**config.mk**
```make
export PLATFORM = sky130hd
export DESIGN_NAME = byte_entry_encoder
export DESIGN_NICKNAME = d
export VERILOG_FILES = /design/src/rtl/byte_entry_encoder.sv
export SDC_FILE = /design/constraint.sdc
export NUM_CORES = 1
export LEC_CHECK = 0
export CORE_MARGIN = 2
export CORE_UTILIZATION = 50
export CTS_BUF_LIST = sky130_fd_sc_hd__clkbuf_4
export CTS_CLUSTER_DIAMETER = 80
export DETAILED_ROUTE_END_ITERATION = 8
export PLACE_DENSITY_LB_ADDON = 0.12
export SLEW_MARGIN = 10
export SYNTH_ARGS = -nofsm -noshare
export SYNTH_HDL_FRONTEND = slang
export SYNTH_SLANG_ARGS = --single-unit
```
**constraint.sdc**
```tcl
create_clock -name clk -period 1.9 [get_ports clk]
set_input_delay 0.38 -clock clk [delete_from_list [all_inputs] [get_ports clk]]
set_output_delay 0.38 -clock clk [all_outputs]
set_load 0.05 [all_outputs]
```
**src/rtl/byte_entry_encoder.sv**
```systemverilog
`default_nettype none
// ============================================================================
// Module   : byte_entry_encoder
// Purpose  : Builds a signed 8-bit value from hex-digit switches and buttons,
//            echoing the entry in progress for the seven-segment path.
// Revision : 1.0 - initial release
// ============================================================================
module byte_entry_encoder #(
    parameter logic led_on  = 1'b0,
    parameter logic led_off = 1'b1
) (
    input  logic       clk,
    input  logic       rst_n,
    input  logic [3:0] digit_in,
    input  logic       btn_enter,
    input  logic       btn_sign,
    input  logic       btn_clear,
    output logic [7:0] num,
    output logic       valid,
    output logic [3:0] d1,
    output logic [3:0] d0,
    output logic       sign,
    output logic       ovf,
    output logic       busy
);

    typedef enum logic [1:0] {
        S_HI  = 2'd0,
        S_LO  = 2'd1,
        S_CMT = 2'd2
    } state_t;

    localparam logic [7:0] c_pos_max = 8'h7F;
    localparam logic [7:0] c_neg_min = 8'h80;

    state_t     r_state, w_state_nxt;
    logic       r_enter_q, r_sign_q, r_clear_q;
    logic [3:0] r_d1, r_d0, w_d1_nxt, w_d0_nxt;
    logic       r_neg, w_neg_nxt;
    logic [7:0] r_num;
    logic       r_ovf, r_valid;
    logic       w_commit;
    logic [7:0] w_mag, w_cmt_num;
    logic       w_cmt_ovf;

    wire w_ev_enter = btn_enter & ~r_enter_q;
    wire w_ev_sign  = btn_sign  & ~r_sign_q;
    wire w_ev_clear = btn_clear & ~r_clear_q;

    // Clear wins over enter, enter wins over sign; the losers are dropped.
    always_comb begin
        w_state_nxt = r_state;
        w_d1_nxt    = r_d1;
        w_d0_nxt    = r_d0;
        w_neg_nxt   = r_neg;
        w_commit    = 1'b0;
        if (w_ev_clear) begin
            w_state_nxt = S_HI;
            w_d1_nxt    = 4'h0;
            w_d0_nxt    = 4'h0;
            w_neg_nxt   = 1'b0;
        end else if (w_ev_enter) begin
            case (r_state)
                S_HI: begin
                    w_d1_nxt    = digit_in;
                    w_d0_nxt    = 4'h0;
                    w_neg_nxt   = 1'b0;
                    w_state_nxt = S_LO;
                end
                S_LO: begin
                    w_d0_nxt    = digit_in;
                    w_state_nxt = S_CMT;
                end
                S_CMT: begin
                    w_commit    = 1'b1;
                    w_state_nxt = S_HI;
                end
                default: w_state_nxt = S_HI;
            endcase
        end else if (w_ev_sign) begin
            w_neg_nxt = ~r_neg;
        end
    end

    // Saturating magnitude-to-two's-complement conversion.
    always_comb begin
        w_mag     = {r_d1, r_d0};
        w_cmt_num = w_mag;
        w_cmt_ovf = 1'b0;
        if (!r_neg) begin
            if (w_mag > 8'd127) begin
                w_cmt_num = c_pos_max;
                w_cmt_ovf = 1'b1;
            end
        end else begin
            if (w_mag > 8'd128) begin
                w_cmt_num = c_neg_min;
                w_cmt_ovf = 1'b1;
            end else begin
                w_cmt_num = ~w_mag + 8'd1;
            end
        end
    end

    always_ff @(posedge clk or negedge rst_n) begin
        if (!rst_n) begin
            r_state   <= S_HI;
            r_enter_q <= 1'b0;
            r_sign_q  <= 1'b0;
            r_clear_q <= 1'b0;
            r_d1      <= 4'h0;
            r_d0      <= 4'h0;
            r_neg     <= 1'b0;
            r_num     <= 8'h00;
            r_ovf     <= 1'b0;
            r_valid   <= 1'b0;
        end else begin
            r_state   <= w_state_nxt;
            r_enter_q <= btn_enter;
            r_sign_q  <= btn_sign;
            r_clear_q <= btn_clear;
            r_d1      <= w_d1_nxt;
            r_d0      <= w_d0_nxt;
            r_neg     <= w_neg_nxt;
            r_valid   <= w_commit;
            if (w_commit) begin
                r_num <= w_cmt_num;
                r_ovf <= w_cmt_ovf;
            end
        end
    end

    assign num   = r_num;
    assign valid = r_valid;
    assign d1    = r_d1;
    assign d0    = r_d0;
    assign sign  = r_neg ? led_on : led_off;
    assign ovf   = r_ovf ? led_on : led_off;
    assign busy  = (r_state != S_HI);

endmodule
`default_nettype wire

```
---- Word-level counts from Yosys, hierarchy flattened ----
Index checks and enable logic that the tools add are counted.
storage, ports and cells
  flip-flop bits (word level) ............. 24
  input bits .............................. 9
  output and inout port bits .............. 20
operators by class
  add/subtract/negate cells ............... 1
  $lt $le $gt $ge ......................... 2
  eq/ne operators ......................... 3
  multiplexer cells ....................... 24
  bitwise logic cells ..................... 8
  reduce and logical (&&, ||, !) cells .... 9
operators by type and width
  kind                                                 count
  two-way mux 8 bit                                    3
  two-way mux 4 bit                                    5
  two-way mux 1 bit                                    12
  adder 8 x 1 -> 8 bit, second input constant          1
  > comparator 8 x 7 -> 1 bit, second input constant   1
  > comparator 8 bit, second input constant            1
  inverter 8 bit                                       1
  case mux 4 bit (2 select lines)                      1
  AND reduction 2 bit                                  3
  nonzero test 2 bit                                   3
  nonzero test 3 bit                                   2
  two-way mux 2 bit                                    2
  inverter 1 bit                                       4
  case mux 2 bit (2 select lines)                      1
  AND 1 bit                                            3
  != test 3 x 1 -> 1 bit, second input constant        1
  equality test 2 x 1 -> 1 bit, second input constant  1
  equality test 2 bit, second input constant           1
  zero test 2 bit                                      1

---- Logic depth before layout (Yosys ltp) ----
  depth after elaboration ................. 5
  mapped depth ............................ 7

---- Worst setup path after synthesis ----
OpenSTA, ideal clock, no wires.
  path kind ............................... reg-to-reg
  start point ............................. register r_d0[0], in the netlist d0[0]
  end point ............................... register r_num[6], in the netlist num[6]
  setup time .............................. 0.095 ns
  arrival ................................. 1.894 ns
  required time ........................... 1.805 ns
  path slack .............................. -0.089 ns
  cell stages (with the launch flop) ...... 7
  path buffers ............................ 0
  clock period less this slack ............ 1.989 ns
  cells stage by stage .................... dfrtp_1 > inv_1 > ha_1 > or3b_1 > or3_1 > mux2i_1 > o31ai_1
between the ends
  word-level cells in the longest chain between the ends .. 4
  elaborated cells between the ends (all ways) .. 7
ends and longest elaborated chain
  element                 RTL line  text
  start, declared         38        logic [3:0] r_d1, r_d0, w_d1_nxt, w_d0_nxt;
  start signal, assigned  123       r_d0 <= w_d0_nxt;
  inverter 8 bit          100       w_cmt_num = ~w_mag + 8'd1;
  adder 8 x 1 -> 8 bit    100
  two-way mux 8 bit       96        if (w_mag > 8'd128) begin
  two-way mux 8 bit (*)   90        if (!r_neg) begin
  end signal, assigned    127       r_num <= w_cmt_num;
  end, declared           40        logic [7:0] r_num;
Every way passes the cells marked *; elsewhere a longest branch is shown, timed or not.
A chain may end at the register's enable or synchronous reset.

---- Worst setup path after layout ----
  start point ............................. register r_num[5], in the netlist num[5]
  end point ............................... output num[5]
RTL lines
  element        RTL line  text
  end, declared  18        output logic [7:0] num,
No word-level cell between the ends.

==> flow_metrics.tcl <==
set metrics [dict create \
    multiInputGateArea_sq_um 547 \
    skew_ns 0.00287 \
    drive_gt1_frac 0.260 \
    num_rows 17 \
    numCtsBuffers 3 \
    htreeDepth 1 \
    ctsRootBufferMaster "clkbuf_4" \
    fill_cells 171 \
    start_util 0.538 \
    track_usage 0.218 \
    drc 0 \
    wl_met3_um 113 \
    crit_arrival_ns 1.47 \
    final_cell_mix "buf_4, dfrtp_1, nor2_1" \
    irDropWorstVdd_mv 0.825 \
    nets 180 \
    avgSynthCellArea_sq_um 9.47 \
    cp_top_family "buffers and inverters" \
    grt_max_degree 25 \
    drtPass1Iterations 4 \
    power_leakage_uw 0.000851 \
    placed_cells 191 \
    top_layer_used "met4" \
    layout_commonest_cell "buf_4" \
    grt_overflow_total 0 \
    clkSinkCount 24 \
    wirelength_mm 2.57 \
    hpwl_mm 1.91 \
    finalSetupViolations 0 \
    drt-initial-drc-count 18 \
    grt_antenna_before_repair 0 \
    grt_first_pass_wirelength_mm 4.39 \
    clock_path_buffers 2 \
    hold_viol 0 \
    area_growth_pct 35.8 \
    postPlaceCellArea_sq_mm 0.00157 \
    synth-seq-area-share 0.499 \
    critPathMaxFanout 2 \
    ys_seq_elements 24 \
    path_cells "clkdlybuf4s50_1" \
    period_share 0.974 \
    finalCriticalPeriod_ns 1.85 \
    clkTransAtPathRegs_ns 0.13 \
    clock_latency_ns 0.31 \
    gp_congestion 0.836 \
    slowest_delay_ns 0.80 \
    synthCells 127 \
    worstPathRequired_ns 1.52 \
    viasPerCell 5.34 \
    grt_pass1_vias 982 \
    vias 1052 \
    portBuffers 28 \
    p_per_area_mw_per_mm2 1000 \
    final_util 0.731 \
    critPathLaunchType "flop" \
    reg2reg_setup_slack_ns 0.09 \
    fmax_mhz 540 \
    postRouteAntennaNets 0 \
    synth.area.top_cells "dfrtp_1, mux2i_1, a21oi_1" \
    tightest_slew_ns 0.506 \
    cp_slowest_cell "clkdlybuf4s50_1" \
    io_pins 29 \
    antenna-diode-count 0 \
    ctsHoldBuffers 0 \
    relSlewSlack 0.662 \
    crit_type "reg2out" \
    drt-met1-wl_mm 1.16 \
    drv_cap 0 \
    fp.coreArea_sq_mm 0.00223 \
    timing.critical_path.buf_inv 1 \
    syn_area_sq_mm 0.00120 \
    hold_ws_ns 0.408 \
    hp-class "in2async" \
    slew_viol_final 0 \
    synth_top_area_cell "dfrtp_1" \
    fin_cells 197 \
    critPathCaptureType "primary output" \
    seqCellArea_sq_um 604 \
    syn_nets 137 \
    final_area_sq_mm 0.00163 \
    dieArea_sq_mm 0.00281 \
    yosysTopAreaCellShare 0.499 \
    met2WireLength_mm 1.26 \
    cts_tree "done" \
    synthDistinctLibCells 35 \
    fp.dieW_um 53.0 \
    ys_warn_count 0 \
    outcome "complete, no violations" \
    die_h_um 53.0 \
    wl_per_cell_um 13.0 \
]
==> registers in the layout (all words and copies together) (netlist names) <==
| name | cells |
|---|---|
| r_sign_q | 1 |
| r_clear_q | 1 |
| d0 | 4 |
| valid | 1 |
| r_neg | 1 |
| r_state | 2 |
| num | 8 |
| r_ovf | 1 |
| r_enter_q | 1 |
| d1 | 4 |
==> path summary, 6_finish.rpt <==
check,to,startpoint,cells after the start
hold / removal,num[1]$_DFFE_PN0P_,rst_n,2
setup / recovery,num[5],num[5]$_DFFE_PN0P_,1
hold reg to reg,num[3]$_DFFE_PN0P_,num[3]$_DFFE_PN0P_,2
max in group asynchronous,d0[1]$_DFFE_PN0P_,rst_n,2
min in group clk,num[3]$_DFFE_PN0P_,num[3]$_DFFE_PN0P_,2
setup reg to reg,num[6]$_DFFE_PN0P_,d0[0]$_DFFE_PN0P_,6
==> power breakdown <==
group	total, uW	internal, uW	switching [uW]
sequential	651	591	60.7
combinational	760	291	469
clock	225	76.8	148
==> kinds of logic after synthesis <==
family	after synthesis	share of synthesized area
buffers and inverters	12	0.0541
AND/OR/NAND/NOR	50	0.208
adder cells (fa/ha/maj)	1	0.0104
AO/OA/AOI/OAI	32	0.160
flip-flops	24	0.499
multiplexers	8	0.0676
==> stage by stage <==
stage                     power [uW]  TNS, ns  setup WS (ns)
after global routing            1730  -0.0195        -0.0195
after detailed placement        1410   -0.347         -0.118
final                           1640        0         0.0485
after global placement          1400   -0.206        -0.0835
after floorplan                 1160        0        0.00683
after CTS                       1630        0         0.0175
==> synth_stat cells <==
| master | count |
|---|---|
| nand2_1 | 12 |
| clkinv_1 | 1 |
| nor2_1 | 16 |
| o31ai_2 | 1 |
| and3_1 | 1 |
| nor3b_1 | 1 |
| nand3_1 | 4 |
| o21ai_1 | 6 |
| a31oi_1 | 2 |
| or2_2 | 2 |
| nand2b_1 | 3 |
| ha_1 | 1 |
| inv_1 | 5 |
| nand3b_1 | 2 |
| o22ai_1 | 2 |
| nor2b_1 | 1 |
| a21oi_1 | 13 |
| or4_4 | 1 |
| o21a_1 | 1 |
| o21ba_2 | 1 |
| a22oi_1 | 1 |
| or3b_1 | 1 |
| o31ai_1 | 3 |
| or4b_1 | 1 |
| mux2i_1 | 7 |
| or3_1 | 3 |
| nor3_1 | 2 |
| mux2_2 | 1 |
| dfrtp_1 | 24 |
| buf_6 | 2 |
| buf_4 | 1 |
| o21bai_1 | 1 |
| buf_2 | 1 |
| o21ai_0 | 1 |
| clkbuf_1 | 2 |
==> routing by layer <==
layer,vias to the layer above,global-route usage
met4,0,0.0983
met2,27,0.356
met3,4,0.0367
met5,-,0
met1,492,0.282
li1,529,-
==> layout make-up <==
| type | count | area share |
|---|---|---|
| Timing Repair Buffer | 44 | 0.244 |
| Inverter | 6 | 0.0138 |
| Sequential cell | 24 | 0.370 |
| Tap cell | 28 | 0.0215 |
| Clock inverter | 1 | 0.00230 |
| Multi-Input combinational cell | 91 | 0.335 |
| Clock buffer | 3 | 0.0138 |
==> timing repair <==
item	in CTS	in global routing
resized for setup	0	10
setup endpoints to repair	0	7
buffers inserted	0	2
Power figures use the tool's default switching activity.
==> RTL change 1: new RTL, config.mk and constraints unchanged <==
Re-encode `state_t` (3 states) as one-hot, 3 bits wide.
--- a/src/rtl/byte_entry_encoder.sv
+++ b/src/rtl/byte_entry_encoder.sv
@@ -26,6 +26,6 @@
 
-    typedef enum logic [1:0] {
-        S_HI  = 2'd0,
-        S_LO  = 2'd1,
-        S_CMT = 2'd2
+    typedef enum logic [2:0] {
+        S_HI  = 3'b001,
+        S_LO  = 3'b010,
+        S_CMT = 3'b100
     } state_t;
Check against the original RTL: no difference found for any inputs over 10 cycles, from zero or initial values and one cycle with rst_n low; not proved beyond that.
==> RTL change 1 against the original RTL <==
- sequential cell count rose by 1
- maximum frequency fell by 0.14%
- routed wire length is 15% higher
- count of clock-buffer cells in the layout unchanged
- critical endpoint is now num[4]
- final area is 2.7% higher
- clock skew grew 0.00051 ns
- clock power grew 7%
- synthesized area increased by 9.2%
- sequential share of layout area grew 0.38 points
- cell count up 7.6%
- setup slack worse by 0.0026 ns
- power shrank 12%
- die area grew 8.4%
==> RTL change 1: results (changes against the original RTL) <==
H-tree levels = 1 (unchanged)
Cell Count Post-Placement = 207 (was 191)
Initial DRC Count = 27 (was 18)
Clk root buf = clkbuf_4 (unchanged)
Post-synthesis cell type count = 39 (was 35)
Cell Int Power = 864 uW (was 959 uW)
Synth Area in XOR/XNOR = 0 (unchanged)
Pre-CTS setup slack = -0.000831 ns (was -0.118 ns)
Routability cong. = 0.849 (was 0.836)
Antenna Cells = 0 (unchanged)
Slew Limit Fails = 0 (unchanged)
Worst VDD drop = 0.578 mV (was 0.825 mV)
Ranking of synthesized cells by area = dfrtp_1 (46%), a21oi_1 (7.6%), nand2_1 (5.1%) (was dfrtp_1 (50%), mux2i_1 (5.8%), a21oi_1 (5.4%))
Layout cells sized above 1 = 0.187 (was 0.260)
Largest net degree at the start of global routing = 26 (was 25)
Wire length per cell = 14.0 um (was 13.0 um)
Synth Area in Compound Gates = 0.208 (was 0.160)
Clock-pin slew on the worst setup and hold paths = 0.14 ns
Final core occ = 0.677 (was 0.731)
Primary FF master, synth = dfrtp_1 (unchanged)
Post-Syn Nets = 154 (was 137)
Detailed placement HPWL = 2240 um (was 1910 um)
Fin nets = 193 (was 180)
Synth Area in Adders = 0.00953 (was 0.0104)
Status = finished clean (unchanged)
Worst-case reg-to-reg path depth = 6 (unchanged)
Mux cell area share after synthesis = 0.00763 (was 0.0676)
Sequential area share after synthesis = 0.478 (was 0.499)
Final std cells w/o fill = 212 (was 197)
CTS max path bufs = 2 (unchanged)
Seq pwr share = 0.455 (was 0.398)
Post-synth ARST share = 1.00 (unchanged)
GRT Total Usage = 0.204 (was 0.218)
LEAKAGE = 0.000828 uW (was 0.000851 uW)
Clock insertion delay at the later pin of the skew report = 0.31 ns (about the same)
Mean Syn Cell Area = 9.11 um2 (was 9.47 um2)
Placed inst area = 1640 um2 (was 1570 um2)
Wire length of the first global-routing pass = 5100 um (was 4390 um)
Worst-path maximum fanout = 2 (unchanged)
Logic power comb = 541 uW (was 760 uW)
Number of vias per cell = 5.66 (was 5.34)
Critical Path AT = 1.47 ns (about the same)
Number of global-route vias before repair = 1167 (was 982)
Cell Pwr Density = 856 nW/um2 (was 1000 nW/um2)
Worst-Margin Slew = 0.500 ns (was 0.506 ns)
Top post-synthesis cells by count = dfrtp_1 (24), a21oi_1 (20), nand2_1 (18), o21ai_0 (12) (was dfrtp_1 (24), nor2_1 (16), a21oi_1 (13), nand2_1 (12), mux2i_1 (7))
TritonCTS buffer count = 3 (unchanged)
Slowest-stage cell, CP = clkdlybuf4s50_1 (unchanged)
Final Skew = 0.00338 ns (was 0.00287 ns)
Fillers = 210 (was 171)
Worst min-delay path class = primary input to asynchronous set/reset pin (unchanged)
Yosys warns = 0 (unchanged)
DRT Pass-1 Iters = 4 (unchanged)
## RTL change 1: cell types whose count changed after synthesis, sizes merged, moves of 3 or more
cell,unedited run,this run
a21oi,13,20
and2,0,4
buf,4,1
mux2i,7,1
nand2,12,18
nor2,16,7
nor2b,1,4
nor3b,1,5
o21ai,7,13
o31ai,4,0
or3,3,0
## RTL change 1: cells by family (layout without fill, tap and decap cells)
kind of cell | after synthesis | after routing
AND/OR/NAND/NOR | 58 | 58
AO/OA/AOI/OAI | 46 | 46
flip-flops | 25 | 25
buffers and inverters | 13 | 51
adder cells (fa/ha/maj) | 1 | 1
multiplexers | 1 | 1
## RTL change 1: final timing paths
check                            start          to  slack (ns)
min in group clk                num[4]      num[4]        0.50
worst min-delay path             rst_n      num[1]        0.40
max in group asynchronous        rst_n  r_state[0]        1.21
worst min register to register  num[4]      num[4]        0.50
worst max-delay path            num[4]      num[4]        0.05
worst max register to register   d0[1]      num[6]        0.26
## RTL change 1: per-layer routing
metal,part of all wire,wire length (um),global-route usage
met3,0.055,163,0.0234
met4,0.013,40,0.0836
met2,0.51,1510,0.355
met1,0.42,1250,0.256
met5,0,0,0
## RTL change 1: timing repair
item,in CTS,in global routing
setup buffers,0,1
gates resized for setup,3,4
endpoints found under the setup margin,3,5
## RTL change 1: cell type report
| type | count | share of cell area |
|---|---|---|
| timing repair buffer | 39 | 0.204 |
| clock inverter | 1 | 0.00299 |
| multi-input combinational | 106 | 0.366 |
| sequential | 25 | 0.374 |
| inverter | 8 | 0.0179 |
| clock buffer | 3 | 0.0134 |
| tap | 30 | 0.0224 |
## RTL change 1: metrics by stage
step / hold slack (ns) / TNS [ns]
final: 0.399 / 0
after detailed placement: 0.469 / -0.000831
after floorplan: 0.0844 / 0
after CTS: 0.403 / 0
after global routing: 0.415 / 0
after global placement: 0.466 / 0
==> RTL change 2: new RTL, same settings <==
Made on the original files. Change the parameter `led_on` from 1'b0 to 1'b1.
--- a/src/rtl/byte_entry_encoder.sv
+++ b/src/rtl/byte_entry_encoder.sv
@@ -8,3 +8,3 @@
 module byte_entry_encoder #(
-    parameter logic led_on  = 1'b0,
+    parameter logic led_on  = 1'b1,
     parameter logic led_off = 1'b1
Check against the original RTL: not equivalent (a bounded check fails within 4 cycles, from zero or initial values and one cycle with rst_n low).
==> RTL change 2 against the original RTL <==
- setup slack better by 0.0065 ns
- routed wire length is 4.0% lower
- via count is 6.2% lower
- sequential power hardly changed
- power hardly changed
- final area is 7.0% lower
- sequential cell count is 1 lower
- first-iteration DRC count is 17% higher
- maximum frequency is 0.35% higher
- register-to-register slack better by 0.04 ns
- synthesized area is 2.9% lower
- largest power group unchanged
- clock power is 3% higher
==> RTL change 2: results (changes against the original RTL) <==
Synth Area in Compound Gates = 0.156 (was 0.160)
Number of global-route vias before repair = 915 (was 982)
Pre-CTS setup slack = -0.116 ns (was -0.118 ns)
Final WL = 2470 um (was 2570 um)
Mean Syn Cell Area = 9.81 um2 (was 9.47 um2)
Post-synthesis cell type count = 42 (was 35)
Slowest-stage cell, CP = clkdlybuf4s50_1 (unchanged)
Number of vias per cell = 5.48 (was 5.34)
Routability cong. = 0.868 (was 0.836)
DRT Pass-1 Iters = 4 (unchanged)
Worst-Margin Slew = 0.507 ns (was 0.506 ns)
H-tree levels = 1 (unchanged)
Post-synth ARST share = 1.00 (unchanged)
Synth Area in Adders = 0.0107 (was 0.0104)
Critical path's top delay family = buffers and inverters (unchanged)
Ranking of synthesized cells by area = dfrtp_1 (49%), nor2_1 (5.1%), a21oi_1 (4.3%) (was dfrtp_1 (50%), mux2i_1 (5.8%), a21oi_1 (5.4%))
Status = finished clean (unchanged)
Initial antenna violation count = 0 (unchanged)
Placed inst area = 1470 um2 (was 1570 um2)
Wire length of the first global-routing pass = 4290 um (was 4390 um)
Mux cell area share after synthesis = 0.0343 (was 0.0676)
Top post-synthesis cells by count = dfrtp_1 (23), nor2_1 (16), a21oi_1 (10), nand2_1 (9), o21ai_0 (6) (was dfrtp_1 (24), nor2_1 (16), a21oi_1 (13), nand2_1 (12), mux2i_1 (7))
Final Hold Slack = 0.412 ns (was 0.408 ns)
Cell Count Post-Placement = 176 (was 191)
Final Skew = 0.00933 ns (was 0.00287 ns)
# resized after CTS = 0 (unchanged)
Detailed placement HPWL = 1880 um (was 1910 um)
Worst R2R Start = d0[0] (unchanged)
CTS max path bufs = 2 (unchanged)
Clock-pin slew on the worst setup and hold paths = 0.12 ns
GRT Total Usage = 0.213 (was 0.218)
Initial DRC Count = 21 (was 18)
Worst min-delay path class = primary input to asynchronous set/reset pin (unchanged)
Reg-to-reg slack, setup = 0.13 ns (was 0.09 ns)
Layout cells sized above 1 = 0.237 (was 0.260)
Fin nets = 163 (was 180)
LEAKAGE = 0.000736 uW (was 0.000851 uW)
Critical Path AT = 1.46 ns
Wire length per cell = 13.7 um (was 13.0 um)
Fillers = 186 (was 171)
Yosys warns = 0 (unchanged)
Sequential area share after synthesis = 0.493 (was 0.499)
Largest net degree at the start of global routing = 24 (was 25)
I/O Buffers = 26 (was 28)
Worst VDD drop = 0.625 mV (was 0.825 mV)
Worst-case reg-to-reg path depth = 6 (unchanged)
Max reg flops = 8 (unchanged)
RR Endpoint = num[4] (was num[6])
RTL change 2: cell count changes after synthesis, moves of 2 or more:
cell     unedited run  this run
o22ai_1             2         0
o21ai_1             6         1
inv_1               5         3
or3_1               3         1
a21oi_1            13        10
mux2i_1             7         4
o21ai_0             1         6
nand2_1            12         9
RTL change 2: how the worst max path moves through the flow:
stage	start	end	slack [ns]	cells past startpoint
after floorplan	d0[0]	num[6]	0.02	6
after global placement	btn_clear	num[0]	-0.08	5
after detailed placement	btn_clear	num[5]	-0.12	6
after CTS	num[7]	num[7]	0.03	1
after global routing	num[0]	num[0]	0.01	1
final	num[0]	num[0]	0.06	1
RTL change 2: metrics by stage:
step / total power [uW] / utilization
after floorplan: 1160 / -
after global placement: 1410 / 0.666
after detailed placement: 1420 / 0.666
after CTS: 1650 / 0.679
after global routing: 1730 / 0.686
final: 1640 / 0.686
RTL change 2: kinds of logic after synthesis:
| group | after synthesis |
|---|---|
| adders and majority gates | 1 |
| muxes | 4 |
| buffers and inverters | 11 |
| DFF | 23 |
| AOI/OAI and AO/OA | 29 |
| and+or+nand+nor | 50 |
| other | 1 |
RTL change 2: final cells by class:
type,instances,area share
multi-input cells,86,0.344
well taps,28,0.0231
flip-flops and latches,23,0.381
inverters,4,0.0181
clock buffers,4,0.0198
repair buffers,35,0.214
RTL change 2: layer usage:
| layer | track usage | part of all wire |
|---|---|---|
| met1 | 0.283 | 0.45 |
| met2 | 0.354 | 0.49 |
| met3 | 0.0286 | 0.053 |
| met4 | 0.0769 | 0.0065 |
| met5 | 0 | 0 |
RTL change 2: where the power goes:
group	leakage, uW	switching (uW)	internal, uW
clock network	0.0000184	136	96.0
logic	0.000420	481	270
registers	0.000297	72.9	579
